$ cat config.mk
export PLATFORM = sky130hd
export DESIGN_NAME = uram_stream_reader
export DESIGN_NICKNAME = d
export VERILOG_FILES = /design/src/rtl/uram_stream_reader.sv
export SDC_FILE = /design/constraint.sdc
export NUM_CORES = 1
export LEC_CHECK = 0
export ABC_CLOCK_PERIOD_IN_PS = 6300
export CORE_MARGIN = 2
export CORE_UTILIZATION = 40
export CTS_CLUSTER_DIAMETER = 120
export DETAILED_ROUTE_END_ITERATION = 8
export PLACE_DENSITY_LB_ADDON = 0.3
export SETUP_SLACK_MARGIN = 0.02
export SLEW_MARGIN = 25
export SYNTH_ARGS = -nofsm -noshare
export SYNTH_HDL_FRONTEND = slang
export SYNTH_SLANG_ARGS = --single-unit
$ cat constraint.sdc
create_clock -name clk -period 6.3 [get_ports clk]
set_input_delay 1.575 -clock clk [delete_from_list [all_inputs] [get_ports clk]]
set_output_delay 1.575 -clock clk [all_outputs]
set_load 0.01 [all_outputs]
$ cat src/rtl/uram_stream_reader.sv
// Burst reader for a single-port URAM with one-cycle registered read latency.
// Streams the requested words in order on a valid/ready interface through a 2-entry FIFO.
module uram_stream_reader #(
  parameter int unsigned ADDR_LEN = 9,
  parameter int unsigned DATA_LEN = 72
) (
  input  logic                clk,
  input  logic                rst_n,
  input  logic                start,
  input  logic [ADDR_LEN-1:0] start_addr,
  input  logic [ADDR_LEN:0]   count,
  output logic                busy,
  output logic                done,
  output logic                mem_we,
  output logic [DATA_LEN-1:0] mem_din,
  output logic [ADDR_LEN-1:0] mem_addr,
  input  logic [DATA_LEN-1:0] mem_dout,
  output logic                out_valid,
  input  logic                out_ready,
  output logic [DATA_LEN-1:0] out_data
);

  localparam int unsigned CNT_W  = ADDR_LEN + 1;
  localparam int unsigned FILL_W = 2;

  typedef enum logic {IDLE, RUN} state_t;

  state_t              state, state_n;
  logic [ADDR_LEN-1:0] cur_addr, cur_addr_n, mem_addr_n;
  logic [CNT_W-1:0]    remaining, remaining_n;
  logic                addr_new, addr_new_n;
  logic                dout_pend, dout_pend_n;
  logic [FILL_W-1:0]   fill, fill_n, fill_after_pop;
  logic [DATA_LEN-1:0] tail, tail_n, head_n;
  logic                out_valid_n, busy_n, done_n;
  logic                pop, cap, issue;

  assign mem_we  = 1'b0;
  assign mem_din = '0;

  // addr_new: mem_addr changed at the last edge, its word appears on mem_dout next cycle.
  // dout_pend: mem_dout holds an uncaptured word; it stays put while mem_addr is not advanced,
  // so it acts as a third credit and lets the loop sustain one word per cycle.
  always_comb begin
    state_n     = state;
    cur_addr_n  = cur_addr;
    mem_addr_n  = mem_addr;
    remaining_n = remaining;
    busy_n      = busy;
    done_n      = 1'b0;
    issue       = 1'b0;

    pop            = out_valid & out_ready;
    cap            = dout_pend & ((fill != FILL_W'(2)) | pop);
    fill_after_pop = fill - FILL_W'(pop);
    head_n         = pop ? tail : out_data;
    tail_n         = tail;
    if (cap) begin
      if (fill_after_pop == FILL_W'(0)) head_n = mem_dout;
      else                              tail_n = mem_dout;
    end
    fill_n      = fill_after_pop + FILL_W'(cap);
    dout_pend_n = addr_new | (dout_pend & ~cap);

    case (state)
      IDLE: begin
        if (start) begin
          if (count == CNT_W'(0)) begin
            done_n = 1'b1;
          end else begin
            issue       = 1'b1;
            state_n     = RUN;
            busy_n      = 1'b1;
            mem_addr_n  = start_addr;
            cur_addr_n  = start_addr + ADDR_LEN'(1);
            remaining_n = count - CNT_W'(1);
          end
        end
      end
      RUN: begin
        if (remaining != CNT_W'(0) && (3'(fill_n) + 3'(dout_pend_n)) < 3'd3) begin
          issue       = 1'b1;
          mem_addr_n  = cur_addr;
          cur_addr_n  = cur_addr + ADDR_LEN'(1);
          remaining_n = remaining - CNT_W'(1);
        end else if (remaining == CNT_W'(0) && !dout_pend_n && fill_n == FILL_W'(0)) begin
          done_n  = 1'b1;
          busy_n  = 1'b0;
          state_n = IDLE;
        end
      end
      default: state_n = IDLE;
    endcase

    addr_new_n  = issue;
    out_valid_n = (fill_n != FILL_W'(0));
  end

  always_ff @(posedge clk or negedge rst_n) begin
    if (!rst_n) begin
      state     <= IDLE;
      cur_addr  <= '0;
      mem_addr  <= '0;
      remaining <= '0;
      addr_new  <= 1'b0;
      dout_pend <= 1'b0;
      fill      <= '0;
      out_data  <= '0;
      tail      <= '0;
      out_valid <= 1'b0;
      busy      <= 1'b0;
      done      <= 1'b0;
    end else begin
      state     <= state_n;
      cur_addr  <= cur_addr_n;
      mem_addr  <= mem_addr_n;
      remaining <= remaining_n;
      addr_new  <= addr_new_n;
      dout_pend <= dout_pend_n;
      fill      <= fill_n;
      out_data  <= head_n;
      tail      <= tail_n;
      out_valid <= out_valid_n;
      busy      <= busy_n;
      done      <= done_n;
    end
  end

endmodule
==> impl_metrics.env, run 1 <==
export IMPL_status="complete, no violations"
export IMPL_slew_headroom_pct=44.7
export IMPL_dieArea_um2=23200
export IMPL_postCtsSetupRepairBufs=0
export IMPL_mostFrequentLayoutCells="dfrtp_1, clkdlybuf4s50_1, nand2_1, o21ai_0, mux2i_1"
export IMPL_ys_ff_latch=180
export IMPL_wl_per_cell_um=15.8
export IMPL_drt_iter0_drc=324
export IMPL_vias=6240
export IMPL_drv_slew=0
export IMPL_finalNonFillerCells=1248
export IMPL_nFillCells=1946
export IMPL_io_buffer_count=178
export IMPL_cts_tree="yes"
export IMPL_layout_nets=1053
export IMPL_cts_repair_resized=0
export IMPL_area_growth_pct=27.1
export IMPL_ios=252
export IMPL_post_route_period_util_pct=74.7
export IMPL_worstPathArrival_ps=5050
export IMPL_cts_buffer_depth=2
export IMPL_die_y_um=152
export IMPL_grt_ovfl_total=0
export IMPL_tightest_slew_ps=830
export IMPL_yosys_most_used_dff="dfrtp_1"
export IMPL_hold_violations=0
export IMPL_hold_buffers=0
export IMPL_avgSynthCellArea_um2=11.1
export IMPL_ir_drop_mv=0.396
export IMPL_syn_area_um2=8800
export IMPL_firstDrtPassIters=6
export IMPL_cap_viol_max_count=0
export IMPL_fmax_mhz=212
export IMPL_cp_start_kind="primary input"
export IMPL_slowest_delay_ps=580
export IMPL_htree_levels=4
export IMPL_cts_root_buffer="clkbuf_16"
export IMPL_placed_cells=1216
export IMPL_start_util_pct=40.6
export IMPL_fin_setup_tns_ps=0
export IMPL_first_global_vias=5852
export IMPL_clock_latency_ps=430
export IMPL_synth_cell_type_count=64
export IMPL_reg2reg_from="out_valid"
export IMPL_grt_pass1_wl_um=31800
export IMPL_critPathRequiredTime_ps=6640
export IMPL_powerDensity_nw_per_um2=547
export IMPL_crit_start="out_ready"
export IMPL_place_hpwl_um=13000
export IMPL_gp_congestion=0.787
export IMPL_yosys_warnings=0
export IMPL_clkSlewWorstSetupHoldPaths_ps=70
export IMPL_die_x_um=152
export IMPL_seq_area_um2=4500
export IMPL_final_antenna_net_count=0
export IMPL_ys_seq_area_share_pct=51.2
export IMPL_fin_skew_ps=10.0
export IMPL_post_route_min_period_ps=4710
export IMPL_path_max_fanout=45
export IMPL_cts_sinks=180
export IMPL_final_core_util_pct=51.6
export IMPL_grt_max_degree=135
export IMPL_crit_path_end_kind="register"
export IMPL_setup_viol=0
export IMPL_synth_edf_count=0
export IMPL_numCtsBuffers=17
export IMPL_path_cells="clkdlybuf4s50_1, nand2_4, xnor2_1, o21a_1, and2_1, ha_1, nand3b_1, a211oi_1, a311oi_2, a21oi_2, inv_2, o22ai_1, nor3b_1"
export IMPL_rows=54
export IMPL_rsz0062_at_grt="no"
export IMPL_wirelength_um=19700
export IMPL_drc_errors=0
export IMPL_path_class="primary input to register"
export IMPL_multi_input_area_um2=3810
export IMPL_antenna_found_initial=0
export IMPL_hold_path_startpoint="busy"
export IMPL_async_reset_ff_share_pct=100
export IMPL_mostFrequentLayoutCell="dfrtp_1"
export IMPL_critPathSlowestCell="clkdlybuf4s50_1"
export IMPL_antenna_cells=0
export IMPL_grt_usage_pct=16.9
export IMPL_hold_path_class="register to register"
export IMPL_vias_per_cell=5.00
export IMPL_syn_inst=795
export IMPL_leakage_nw=4.94
export IMPL_core_area_um2=21700
export IMPL_drive_gt1_share_pct=12.8
==> where the power goes <==
group / leakage (nW) / internal [mW] / total [mW] / switching [mW]
Sequential: 2.15 / 1.75 / 2.10 / 0.343
Combinational: 2.48 / 1.43 / 2.87 / 1.44
Clock: 0.315 / 0.683 / 1.16 / 0.474
==> worst paths after layout <==
check                      depth (start not counted)  slack (ps)           end
min reg2reg                                        1         480          busy
max in group asynchronous                          2        3970       fill[1]
min                                                1         480          busy
max reg2reg                                       12        2840  remaining[3]
max                                               13        1590  remaining[3]
min in group asynchronous                          1        1140      tail[59]
==> cell families (layout without fill, tap and decap cells) <==
logic type,Yosys count,after routing,synth area share [%]
AOI/OAI and AO/OA,143,143,9.92
and+or+nand+nor,173,173,9.15
xor gates and xnor gates,17,17,1.69
muxes,156,156,18.8
buffers and inverters,122,223,8.80
other,1,73,0.0426
adders and majority gates,3,3,0.426
DFF,180,180,51.2
==> sequential cells by signal, summed over array words and instances (netlist names) <==
signal     flops
out_data      72
tail          72
remaining     10
cur_addr       9
mem_addr       9
fill           2
addr_new       1
busy           1
done           1
dout_pend      1
out_valid      1
state          1
==> metal layers <==
metal / vias up / global-route usage [%] / routed length [um]
li1: 2982 / - / -
met1: 3054 / 23.6 / 9150
met2: 183 / 26.5 / 9160
met3: 21 / 3.47 / 1080
met4: 0 / 5.21 / 287
met5: - / 0 / 0
==> Yosys cell counts, drive strengths merged (2+ instances only) <==
master	count	area share, %
mux2	75	9.6
and2	2	0.14
o22ai	5	0.36
nand3b	2	0.17
and3b	2	0.20
a32oi	2	0.20
nor3	14	0.85
a22oi	3	0.31
inv	6	0.26
buf	100	7.9
nor2b	3	0.21
o211a	2	0.23
and3	3	0.21
mux2i	81	9.2
nand3	11	0.63
nand2	95	4.1
ha	3	0.43
xor2	10	0.99
nor3b	3	0.26
nor4	4	0.28
dfrtp	180	51
a21oi	11	0.67
a211oi	3	0.26
xnor2	7	0.70
nand4	4	0.28
o21ai	87	4.9
o32ai	3	0.30
a31oi	4	0.36
o211ai	2	0.17
nand2b	5	0.36
o31ai	2	0.17
nor2	16	0.71
clkbuf	16	0.68
nor4b	2	0.20
o21a	5	0.43
or3	3	0.21
==> through the flow <==
stage / hold WS, ps / total power, mW / cell area (um^2) / worst slack (ps)
2_1_floorplan: 456 / 3.99 / 9070 / 2550
3_3_place_gp: 468 / 4.93 / 10500 / 1230
3_5_place_dp: 469 / 5.01 / 10500 / 1150
4_1_cts: 485 / 6.19 / 11200 / 1560
5_1_grt: 504 / 6.56 / 11200 / 1300
6_report: 482 / 6.12 / 11200 / 1590
==> cell type report <==
cell class / count / share of cell area (%)
Clock buffer: 19 / 3.96
Clock inverter: 13 / 1.78
Inverter: 6 / 0.201
Multi-Input combinational cell: 565 / 34.0
Sequential cell: 180 / 40.3
Tap cell: 280 / 3.13
Timing Repair Buffer: 185 / 16.6
==> worst max-delay path, delay by kind of cell <==
| kind | cells | cell delay (ps) |
|---|---|---|
| compound gates | 5 | 850 |
| simple gates | 4 | 910 |
| xor+xnor | 1 | 550 |
| fa+ha+maj | 1 | 270 |
| buf+inv | 2 | 880 |
(Power assumes the default switching activity.)
==> inputs of run 2 (changes only) <==
--- a/config.mk
+++ b/config.mk
@@ -5,7 +5,7 @@
 export SDC_FILE = /design/constraint.sdc
 export NUM_CORES = 1
 export LEC_CHECK = 0
-export ABC_CLOCK_PERIOD_IN_PS = 6300
+export ABC_CLOCK_PERIOD_IN_PS = 4840
 export CORE_MARGIN = 2
 export CORE_UTILIZATION = 40
 export CTS_CLUSTER_DIAMETER = 120
==> constraint.sdc (replaced) <==
create_clock -name clk -period 4.84 [get_ports clk]
set_input_delay 1.21 -clock clk [delete_from_list [all_inputs] [get_ports clk]]
set_output_delay 1.21 -clock clk [all_outputs]
set_load 0.01 [all_outputs]
==> impl_metrics.env, run 2 (synthesis results as in run 1) <==
export IMPL_firstDrtPassIters=5
export IMPL_cp_start_kind="primary input"
export IMPL_cts_buffer_depth=2
export IMPL_fin_total_pwr_mw=8.05
export IMPL_cap_viol_max_count=0
export IMPL_clkSlewWorstSetupHoldPaths_ps=70
export IMPL_antenna_cells=0
export IMPL_post_route_min_period_ps=3840
export IMPL_layout_nets=1059
export IMPL_die_x_um=152
export IMPL_design_area_um2=11300
export IMPL_gp_congestion=0.807
export IMPL_area_growth_pct=28.4
export IMPL_vias_per_cell=4.99
export IMPL_antenna_found_initial=0
export IMPL_status="complete, no violations"
export IMPL_placed_cells=1221
export IMPL_hold_buffers=0
export IMPL_powerDensity_nw_per_um2=712
export IMPL_htree_levels=4
export IMPL_ir_drop_mv=0.432
export IMPL_hold_violations=0
export IMPL_cts_root_buffer="clkbuf_16"
export IMPL_drv_slew=0
export IMPL_fin_skew_ps=10.4
export IMPL_drc_errors=0
export IMPL_first_global_vias=6079
export IMPL_rsz0062_at_grt="no"
export IMPL_dieArea_um2=23200
export IMPL_worstPathArrival_ps=4180
export IMPL_post_route_period_util_pct=79.4
export IMPL_final_antenna_net_count=0
export IMPL_grt_ovfl_total=0
export IMPL_reg_top3="out_data x72, tail x72, remaining x10"
export IMPL_crit_path_end_kind="register"
export IMPL_core_area_um2=21700
export IMPL_placed_cell_area_um2=10600
export IMPL_fmax_mhz=260
export IMPL_fin_setup_tns_ps=0
export IMPL_hold_path_class="register to register"
export IMPL_leakage_nw=4.99
export IMPL_drive_gt1_share_pct=13.4
export IMPL_clock_latency_ps=430
export IMPL_mostFrequentLayoutCell="dfrtp_1"
export IMPL_critPathRequiredTime_ps=5180
export IMPL_wirelength_um=19600
export IMPL_vias=6262
export IMPL_cts_tree="yes"
export IMPL_finalNonFillerCells=1254
export IMPL_cts_repair_resized=0
export IMPL_reg2reg_depth=11
export IMPL_wl_per_cell_um=15.6
export IMPL_place_hpwl_um=13200
export IMPL_io_buffer_count=178
export IMPL_setup_viol=0
export IMPL_mostFrequentLayoutCells="dfrtp_1, clkdlybuf4s50_1, nand2_1, o21ai_0, mux2i_1"
export IMPL_grt_pass1_wl_um=32100
export IMPL_grt_max_degree=114
export IMPL_drt_iter0_drc=309
export IMPL_slew_headroom_pct=41.2
export IMPL_grt_usage_pct=17.0
export IMPL_postCtsSetupRepairBufs=0
export IMPL_rows=54
export IMPL_ios=252
export IMPL_hold_depth=1
export IMPL_path_class="primary input to register"
export IMPL_cts_sinks=180
export IMPL_start_util_pct=40.6
export IMPL_tightest_slew_ps=879
export IMPL_die_y_um=152
export IMPL_numCtsBuffers=17
export IMPL_path_max_fanout=23
export IMPL_final_core_util_pct=52.1
[run 2: power by group]
group	switching (mW)	internal (mW)	total, mW
sequential	0.447	2.28	2.73
combinational	1.88	1.91	3.79
clock	0.633	0.897	1.53
[run 2: layout make-up]
type	count	area [um^2]
fill	1888	10400
sequential	180	4500
multi-input combinational	565	3810
timing repair buffer	191	1970
clock buffer	18	439
tap	280	350
clock inverter	14	216
inverter	6	22.5
[run 2: path summary, 6_finish.rpt]
check | start | slack (ps) | endpoint
setup / recovery | out_ready | 1000 | remaining[7]
hold / removal | busy | 490 | busy
setup reg to reg | out_valid | 1910 | remaining[7]
max in group asynchronous | rst_n | 3450 | tail[70]
min in group asynchronous | rst_n | 670 | tail[60]
hold reg to reg | busy | 490 | busy
[run 2: metrics by stage]
step	worst slack, ps	hold WS (ps)
floorplan	1460	456
global placement	654	465
detailed placement	556	473
CTS	1000	491
global route	778	515
finish	997	488
[run 2: critical path, stage by stage]
cell and delay [ps]:
clkdlybuf4s50_1 580, nand2_4 180, xnor2_1 370, o21a_1 180, and2_1 130, ha_1 270, o2111a_1 160, a311oi_2 340
a21oi_2 110, buf_4 240, a211o_1 280, a22oi_1 130
[run 2: metal layers]
| layer | up-vias | GRT usage (%) | share of wire [%] |
|---|---|---|---|
| met5 | - | 0 | 0 |
| met3 | 24 | 3.87 | 5.6 |
| met2 | 183 | 27.5 | 47 |
| met1 | 3063 | 22.6 | 46 |
| met4 | 0 | 5.65 | 1.9 |
| li1 | 2992 | - | - |
